<file path="src/rtl/mux_arb_if.sv">
// mux_arb_if: handshake bundle between two requesters, the arbiter and the downstream sink
interface mux_arb_if #(parameter int DATA_W = 8);
    logic              a_valid_i;
    logic [DATA_W-1:0] a_data_i;
    logic              a_ready_o;
    logic              b_valid_i;
    logic [DATA_W-1:0] b_data_i;
    logic              b_ready_o;
    logic              y_valid_o;
    logic [DATA_W-1:0] y_o;
    logic              y_ready_i;
    logic              sel_o;
    modport slave (
        input  a_valid_i, a_data_i, b_valid_i, b_data_i, y_ready_i,
        output a_ready_o, b_ready_o, y_valid_o, y_o, sel_o
    );
    modport master (
        output a_valid_i, a_data_i, b_valid_i, b_data_i, y_ready_i,
        input  a_ready_o, b_ready_o, y_valid_o, y_o, sel_o
    );
endinterface

</file>
<file path="src/rtl/mux_arb.sv">
// mux_arb: round-robin 2:1 arbiter feeding a one-word registered output slot
module mux_arb #(
    parameter int DATA_W = 8
) (
    input logic      clk,
    input logic      reset_n,
    mux_arb_if.slave bus
);
    typedef enum logic {IDLE, HOLD} state_t;
    state_t            state;
    logic              last_grant;
    logic              free;
    logic              grant_a;
    logic              grant_b;
    logic [DATA_W-1:0] next_y;
    // last_grant: 0 = A, 1 = B; the requester not granted last wins a conflict
    always_comb begin
        free    = (state == IDLE) || bus.y_ready_i;
        grant_a = reset_n && free && bus.a_valid_i && (!bus.b_valid_i || last_grant);
        grant_b = reset_n && free && bus.b_valid_i && (!bus.a_valid_i || !last_grant);
        next_y  = grant_b ? bus.b_data_i : bus.a_data_i;
    end
    assign bus.a_ready_o = grant_a;
    assign bus.b_ready_o = grant_b;
    assign bus.y_valid_o = (state == HOLD);
    always_ff @(posedge clk or negedge reset_n) begin
        if (!reset_n) begin
            state      <= IDLE;
            bus.y_o    <= '0;
            bus.sel_o  <= 1'b0;
            last_grant <= 1'b1;
        end else if (grant_a || grant_b) begin
            state      <= HOLD;
            bus.y_o    <= next_y;
            bus.sel_o  <= grant_b;
            last_grant <= grant_b;
        end else if (free) begin
            state      <= IDLE;
        end
    end
endmodule

</file>
<file path="src/flat_wrapper.sv">
// flat-port wrapper written by rule: the top's interface ports become plain ports
module mux_arb_flat 
#(
    parameter int DATA_W = 8
)
  (clk, reset_n, bus_a_valid_i, bus_a_data_i, bus_b_valid_i, bus_b_data_i, bus_y_ready_i, bus_a_ready_o, bus_b_ready_o, bus_y_valid_o, bus_y_o, bus_sel_o);
  mux_arb_if #(.DATA_W(DATA_W)) bus_i ();
  input logic clk;
  input logic reset_n;
  input wire logic [$bits(bus_i.a_valid_i)-1:0] bus_a_valid_i;
  input wire logic [$bits(bus_i.a_data_i)-1:0] bus_a_data_i;
  input wire logic [$bits(bus_i.b_valid_i)-1:0] bus_b_valid_i;
  input wire logic [$bits(bus_i.b_data_i)-1:0] bus_b_data_i;
  input wire logic [$bits(bus_i.y_ready_i)-1:0] bus_y_ready_i;
  output wire logic [$bits(bus_i.a_ready_o)-1:0] bus_a_ready_o;
  output wire logic [$bits(bus_i.b_ready_o)-1:0] bus_b_ready_o;
  output wire logic [$bits(bus_i.y_valid_o)-1:0] bus_y_valid_o;
  output wire logic [$bits(bus_i.y_o)-1:0] bus_y_o;
  output wire logic [$bits(bus_i.sel_o)-1:0] bus_sel_o;
  assign bus_i.a_valid_i = bus_a_valid_i;
  assign bus_i.a_data_i = bus_a_data_i;
  assign bus_i.b_valid_i = bus_b_valid_i;
  assign bus_i.b_data_i = bus_b_data_i;
  assign bus_i.y_ready_i = bus_y_ready_i;
  assign bus_a_ready_o = bus_i.a_ready_o;
  assign bus_b_ready_o = bus_i.b_ready_o;
  assign bus_y_valid_o = bus_i.y_valid_o;
  assign bus_y_o = bus_i.y_o;
  assign bus_sel_o = bus_i.sel_o;
  mux_arb #(.DATA_W(DATA_W)) u_core (.clk(clk), .reset_n(reset_n), .bus(bus_i));
endmodule
</file>
<file path="config.mk">
export PLATFORM = sky130hd
export DESIGN_NAME = mux_arb_flat
export DESIGN_NICKNAME = d
export VERILOG_FILES = /design/src/rtl/mux_arb_if.sv /design/src/rtl/mux_arb.sv /design/src/flat_wrapper.sv
export SDC_FILE = /design/constraint.sdc
export NUM_CORES = 1
export LEC_CHECK = 0
export CORE_MARGIN = 4
export CORE_UTILIZATION = 30
export DETAILED_ROUTE_END_ITERATION = 16
export PLACE_DENSITY_LB_ADDON = 0.2
export SLEW_MARGIN = 15
export SYNTH_ARGS = -nofsm -noshare
export SYNTH_HDL_FRONTEND = slang
export SYNTH_SLANG_ARGS = --single-unit
</file>
<file path="constraint.sdc">
create_clock -name clk -period 3 [get_ports clk]
set_input_delay 0.6 -clock clk [delete_from_list [all_inputs] [get_ports clk]]
set_output_delay 0.6 -clock clk [all_outputs]
set_load 0.02 [all_outputs]
</file>
# Word level (Yosys, flattened, before mapping)
# Cells that the tools add are included.
[op_classes]
muxes = 3
bitwise = 1
reduce_logical = 13
[ops]
columns = ["operator", "count"]
rows = [
  ["2-to-1 mux 8 bit", 1],
  ["logical AND 1 bit", 5],
  ["logical OR 1 bit", 4],
  ["zero test 1 bit", 3],
  ["2-to-1 mux 1 bit", 2],
  ["nonzero test 2 bit", 1],
  ["inverter 1 bit", 1],
]
[word_totals]
ff_bits = 11
output_inout_bits = 12
wordCells = 21

# Depth between registers and ports, before layout
# Gate-level depths: netlist of run 1.
[logic_depth]
word_depth = 7
depth_mapped = 5
depth_no_buf = 3

# Worst setup path after synthesis of run 1
# No wires, ideal clock.
[synth_timing]
kind = "input-to-output"
from = "in bus_b_valid_i"
to = "out bus_b_ready_o"
arrival_ns = 1.308
slack_ns = 1.092
stages = 3
path_cell_list = "a21bo_1 -> clkbuf_1 -> nor3_2"
[synth_between]
elab_chain_cells = 2
[synth_rtl]
columns = ["item", "line_no", "rtl"]
rows = [
  ["start, declared", "flat_wrapper.sv:12", "input wire logic [$bits(bus_i.b_valid_i)-1:0] bus_b_valid_i;"],
  ["logical AND 1 bit (2 in series)", "mux_arb.sv:20", "grant_b = reset_n && free && bus.b_valid_i && (!bus.a_valid_i || !last_grant);"],
  ["end, declared", "flat_wrapper.sv:16", "output wire logic [$bits(bus_i.b_ready_o)-1:0] bus_b_ready_o;"],
]
# No other way between the ends.

# Final worst setup path of run 1
[layout_timing]
from = "in reset_n"
to = "out bus_b_ready_o"
[layout_between]
elab_chain_cells = 3
[layout_rtl]
columns = ["item", "line_no", "rtl"]
rows = [
  ["start, declared", "flat_wrapper.sv:9", "input logic reset_n;"],
  ["logical AND 1 bit (3 in series)", "mux_arb.sv:20", ""],
]
# No other way between the ends.

==> key figures, run 1 <==
Synthesis
  • Async S/R FF share, synth: 100.0%
  • Cells after Synth: 65
  • Syn Nets: 86
  • Dominant cell type by area after synthesis: dfrtp_1
  • Synth Area in Compound Gates: 31.76%
  • Post-synth cell types: 19
  • Post-Synth Adder-Cell Area: 0%
  • Synth Area in XOR/XNOR: 0%
  • Yosys warning count: 0
  • Post-synth top cells: a31oi_1, dfrtp_1, nand4_1, o31ai_1
  • Largest family of logic cells by synthesized area: compound AO/OA/AOI/OAI gates
  • #FFs+latches synth: 11
  • Count leader, synth: a31oi_1
  • Most used flip-flop cell after synthesis: dfrtp_1
  • Synth top area cells: dfrtp_1, a31oi_1, o31ai_1, nand4_1, dfstp_2
  • Post-synth EDFFs: 0
  • Post-synthesis sequential area ratio: 43.59%
  • Post-synthesis mux area share: 0%
  • Mapped Avg Cell Area: 9.759 um^2
  • Synth Area in Simple Gates: 15.19%
  • Synth top area share: 39.45%
  • Mapped Area: 634.4 um^2

Timing
  • Slew Limit Fails: 0
  • Fmax: approximately 350 MHz
  • Hold Vio Cnt, Final: 0
  • Slew margin rel.: between 50% and 60%
  • Slew @ Worst Pin: 676.0 ps
  • RSZ-0062 raised after global routing: false
  • Final setup vio count: 0
  • Tmin final: 2823 ps
  • TNS Setup: 0 ps
  • Clock skew: 2.616 ps
  • Final worst slack: about 180 ps
  • Final Cycle Share: 94.10%

Cells and area
  • Share of cells above drive strength 1: around 11%
  • Antenna diode count: 0
  • Final design utilization: 50.25%
  • Area growth syn-to-layout: 57.00%
  • Nets@finish: 119

Clock network
  • Clock Path Buffers: 2
  • H-Tree Depth: 1
  • Post_cts resized: 0
  • Hold-fix buffers, CTS: 0
  • CTS tree: built
  • Post-CTS Setup Bufs: 0
  • CTS root buffer: clkbuf_4
  • CTS Buf Count: 3
  • CTS Sinks: 11
  • Clock-pin slew on the worst setup and hold paths: roughly 70 ps
  • Skew-Pair Late Insertion Delay: 260 ps

Drt
  • DRC: 0
  • Drt pass-1 iters: 4
  • DRT Wirelength: 1.893 mm
  • 1st-iter DRT viols: 14
  • Vias per cell: 5.315
  • WL/cell: 15.27 um
  • Via count: roughly 660
  • Final ANT Viol Nets: 0

Global route
  • Gr usage total: 14.46%
  • Overflow after GRT: 0
  • Largest net degree at the start of global routing: 27
  • First-pass GRT wire length: 3.042 mm
  • Initial antenna violation count: 0
  • Number of global-route vias before repair: 667

Floorplan
  • I/O pin total: 33
  • Core Area: between 1500 and 2000 um^2
  • Die Ht: 53.99 um
  • Die Area: 2914 um^2
  • Die W: 53.99 um
  • Initial core utilization: 32.01%
  • Num rows: 16

Setup path
  • Max Fanout on Critical Path: 9
  • Startpoint Class: primary input
  • Crit path DAT: about 2200 ps
  • CP Data Required Time: 2400 ps
  • Setup Crit Path Kind: in2out
  • CP Capture Type: primary output

Power
  • Leakage: 0.3837 nW
  • Power density over the cells: 503.6 nW/um^2
  • Worst vdd ir: 251.3 uV

Placed design
  • RePlAce Congestion: 0.7070
  • IO buf count: 32
  • Dpl hpwl: 1.388 mm
  • Pre-CTS WS: 187.5 ps

Run
  • Max-Cap Viols: 0

Run status
  • Outcome: completed

Min path
  • Hold Path Class: reg2reg
## worst max-delay path, stage by stage
cell and delay [ps]:
clkdlybuf4s50_1 590, inv_2 120, nor3_2 260, clkdlybuf4s50_1 650
## layout by cell type (no fill, tap or decap)
master	n
inv_2	1
a21bo_1	1
dfstp_2	1
nor3_2	1
buf_4	4
a21boi_1	1
dfrtp_1	10
a31oi_1	16
clkbuf_4	3
nand4_1	8
and3_4	1
inv_1	2
clkdlybuf4s50_1	32
a21o_1	2
nor2b_1	1
nand2b_1	1
or2_1	2
clkbuf_1	1
o2111ai_1	1
o31ai_1	8
## sequential cells by signal (all words and copies together) (netlist names)
name / count
u_core.bus.sel_o: 1
u_core.last_grant: 1
u_core.bus.y_valid_o: 1
u_core.bus.y_o: 8
## cell families (layout without fill, tap and decap cells)
logic type	count (synthesis)	in the layout
and+or+nand+nor	14	14
buffers and inverters	11	43
AOI/OAI and AO/OA	29	29
DFF	11	11
## cell type report
type                       instances  area, um^2
clock buffer                       4       26.28
fill                             189       985.9
inverter                           3       11.26
multi-input combinational         43       297.8
sequential                        11       276.5
tap                               27       33.78
timing repair buffer              36       350.3
## power breakdown
part           internal [mW]  leakage (nW)  switching (mW)  total [mW]
logic                  0.104         0.246          0.0992       0.203
clock network         0.0513        0.0150          0.0493       0.101
registers              0.180         0.123          0.0178       0.198
total                  0.335         0.384           0.166       0.502
## path summary, 6_finish.rpt
path	startpoint	cells past startpoint	slack (ps)	end
max	reset_n	4	180	bus_b_ready_o
min	u_core.bus.sel_o	1	500	u_core.bus.sel_o
max reg2reg	u_core.last_grant	3	1640	u_core.bus.y_o[1]
min reg2reg	u_core.bus.sel_o	1	500	u_core.bus.sel_o
max in group asynchronous	reset_n	2	1920	u_core.bus.y_o[1]
min in group asynchronous	reset_n	1	560	u_core.bus.sel_o
## routing by layer
| metal | part of all wire (%) | global-route usage (%) |
|---|---|---|
| met4 | 0.63 | 4.979 |
| met1 | 45 | 19.60 |
| met3 | 8.2 | 3.324 |
| met2 | 46 | 22.38 |
| met5 | 0 | 0 |
## per-stage QoR
stage | hold WS, ps | std cells | power, mW | cell area, um^2
after global routing | 512.7 | 124 | 0.5345 | 996.0
after floorplan | 304.4 | 65 | 0.3028 | 634.4
final | 504.2 | 124 | 0.5016 | 996.0
after global placement | 485.7 | 120 | 0.4023 | 969.7
after CTS | 510.7 | 124 | 0.5075 | 996.0
after detailed placement | 489.7 | 120 | 0.4049 | 969.7
Note: power is estimated with default switching activity, not from simulation.
==> run 2, diff against run 1 <==
--- a/config.mk
+++ b/config.mk
@@ -7,6 +7,7 @@
 export LEC_CHECK = 0
 export CORE_MARGIN = 4
 export CORE_UTILIZATION = 30
+export CTS_BUF_LIST = sky130_fd_sc_hd__clkbuf_4 sky130_fd_sc_hd__clkbuf_8
 export DETAILED_ROUTE_END_ITERATION = 16
 export PLACE_DENSITY_LB_ADDON = 0.2
 export SLEW_MARGIN = 15
==> key figures, run 2 (synthesis results as in run 1) <==
Cells and area
  • Antenna diode count: 0 (unchanged)
  • Area growth syn-to-layout: 57.59%
  • Commonest cells after routing, fill and taps aside: clkdlybuf4s50_1, a31oi_1, dfrtp_1
  • Most common cell after layout, fill and taps aside: clkdlybuf4s50_1
  • Top reg by flops: u_core.bus.y_o
  • Final design utilization: 50.44% (+0.19 points)
  • Share of cells above drive strength 1: 12.37% (+1.0 points)
  • Max reg flops: 8 (unchanged)
  • Nets@finish: 119 (unchanged)

Setup path
  • Crit path to: bus_b_ready_o
  • Register-to-Register Path Depth: 3 (unchanged)
  • Worst-path cell chain: clkdlybuf4s50_1 -> inv_2 -> nor3_2 -> clkdlybuf4s50_1
  • Max Fanout on Critical Path: 9 (unchanged)
  • Critical Path Most Common Cell: clkdlybuf4s50_1
  • Reg2Reg Setup Slack: 1640 ps (about the same)
  • Setup Crit Path Kind: in2out
  • Critical Path Slowest Stage Cell: clkdlybuf4s50_1
  • Setup crit start: reset_n
  • Critical R2R Launch: u_core.last_grant
  • CP Capture Type: primary output
  • CP Data Required Time: 2400 ps (about the same)
  • Worst r2r dst: u_core.bus.y_o[1]
  • Crit path DAT: 2220 ps (about the same)
  • Worst stage delay on the critical path: 650 ps (about the same)
  • Startpoint Class: primary input

Floorplan
  • Num rows: 16 (unchanged)
  • I/O pin total: 33 (unchanged)
  • Die Area: 2914 um^2 (unchanged)
  • Core Area: 1982 um^2 (unchanged)
  • Initial core utilization: 32.01% (unchanged)
  • Die Ht: 53.99 um (unchanged)
  • Die W: 53.99 um (unchanged)

Placed design
  • Pre-CTS WS: 187.5 ps (unchanged)
  • Dpl hpwl: 1.388 mm (unchanged)
  • RePlAce Congestion: 0.7070 (unchanged)
  • IO buf count: 32 (unchanged)

Timing
  • Hold Vio Cnt, Final: 0 (unchanged)
  • Tmin final: 2820 ps (-3.229 ps)
  • Final worst slack: 180.2 ps (+3.229 ps)
  • Slew margin rel.: 54.66% (-0.17 points)
  • Final setup vio count: 0 (unchanged)
  • TNS Setup: 0 ps (unchanged)
  • Slew Limit Fails: 0 (unchanged)
  • Slew @ Worst Pin: 678.6 ps (+2.590 ps)
  • Hold slack: 504.3 ps (+0.08100 ps)
  • Fmax: 354.6 MHz (+0.11%)
  • Final Cycle Share: 93.99% (-0.11 points)
  • Clock skew: 3.512 ps (+0.8967 ps)
  • RSZ-0062 raised after global routing: false

Power
  • Worst vdd ir: 250.3 uV (-0.37%)
  • Power density over the cells: 510.4 nW/um^2 (+1.3%)
  • Total power: 0.5102 mW (+1.7%)
  • Leakage: 0.3871 nW (+0.89%)

Clock network
  • Clock Path Buffers: 2 (unchanged)
  • H-Tree Depth: 1 (unchanged)
  • Hold-fix buffers, CTS: 0 (unchanged)
  • Skew-Pair Late Insertion Delay: 260 ps (about the same)
  • Post_cts resized: 0 (unchanged)
  • CTS Buf Count: 3 (unchanged)
  • CTS Sinks: 11 (unchanged)
  • Post-CTS Setup Bufs: 0 (unchanged)
  • Clock-pin slew on the worst setup and hold paths: 70 ps (about the same)
  • CTS root buffer: clkbuf_4
  • CTS tree: built

Drt
  • 1st-iter DRT viols: 15 (+1)
  • Via count: 668 (+1.4%)
  • Final ANT Viol Nets: 0 (unchanged)
  • Drt pass-1 iters: 6 (+2)
  • WL/cell: 15.32 um (+0.37%)
  • Vias per cell: 5.387 (+1.4%)
  • DRT Wirelength: 1.900 mm (+0.37%)
  • DRC: 0 (unchanged)

Run
  • Max-Cap Viols: 0 (unchanged)

Global route
  • First-pass GRT wire length: 3.042 mm (unchanged)
  • Initial antenna violation count: 0 (unchanged)
  • Largest net degree at the start of global routing: 27 (unchanged)
  • Met2 usage: 22.38% (unchanged)
  • Overflow after GRT: 0 (unchanged)
  • Met1 Use GR: 19.60% (unchanged)
  • M3 GR Usage: 3.324% (unchanged)
  • Most Used Layer, Global Route: met2
  • Gr usage total: 14.46% (unchanged)
  • Number of global-route vias before repair: 667 (unchanged)

Min path
  • Hold Path Class: reg2reg

Run status
  • Outcome: completed
[run 2: routing by layer]
metal / share of wire [%] / vias to the layer above
li1: - / 326
met1: 45 / 316
met2: 46 / 24
met3: 8.4 / 2
met4: 0.63 / 0
met5: 0 / -
[run 2: worst min path at each step]
stage,endpoint,startpoint,cells past startpoint
6_report,u_core.bus.sel_o,u_core.bus.sel_o,1
5_1_grt,u_core.bus.sel_o,u_core.bus.sel_o,1
4_1_cts,u_core.bus.sel_o,u_core.bus.sel_o,1
3_5_place_dp,u_core.bus.sel_o,u_core.bus.sel_o,1
3_3_place_gp,u_core.bus.sel_o,u_core.bus.sel_o,1
2_1_floorplan,u_core.bus.sel_o,reset_n,0
[run 2: layout make-up]
type                            count  area, um^2
Fill cell                         188       982.2
Multi-Input combinational cell     43       297.8
Tap cell                           27       33.78
Timing Repair Buffer               36       350.3
Inverter                            3       11.26
Sequential cell                    11       276.5
Clock buffer                        4       30.03
[run 2: worst max-delay path, delay by kind of cell]
family | cells | cell delay [ps]
and+or+nand+nor | 1 | 260
buffers and inverters | 3 | 1360
[run 2: report_power, final]
group	total, mW	leakage, nW	internal (mW)	switching, mW
registers	0.198	0.123	0.180	0.0180
logic	0.203	0.246	0.104	0.0990
clock network	0.109	0.0184	0.0603	0.0490
[run 2: through the flow]
step	instances	area [um^2]
2_1_floorplan	65	634.4
3_3_place_gp	120	969.7
3_5_place_dp	120	969.7
4_1_cts	124	999.7
5_1_grt	124	999.7
6_report	124	999.7
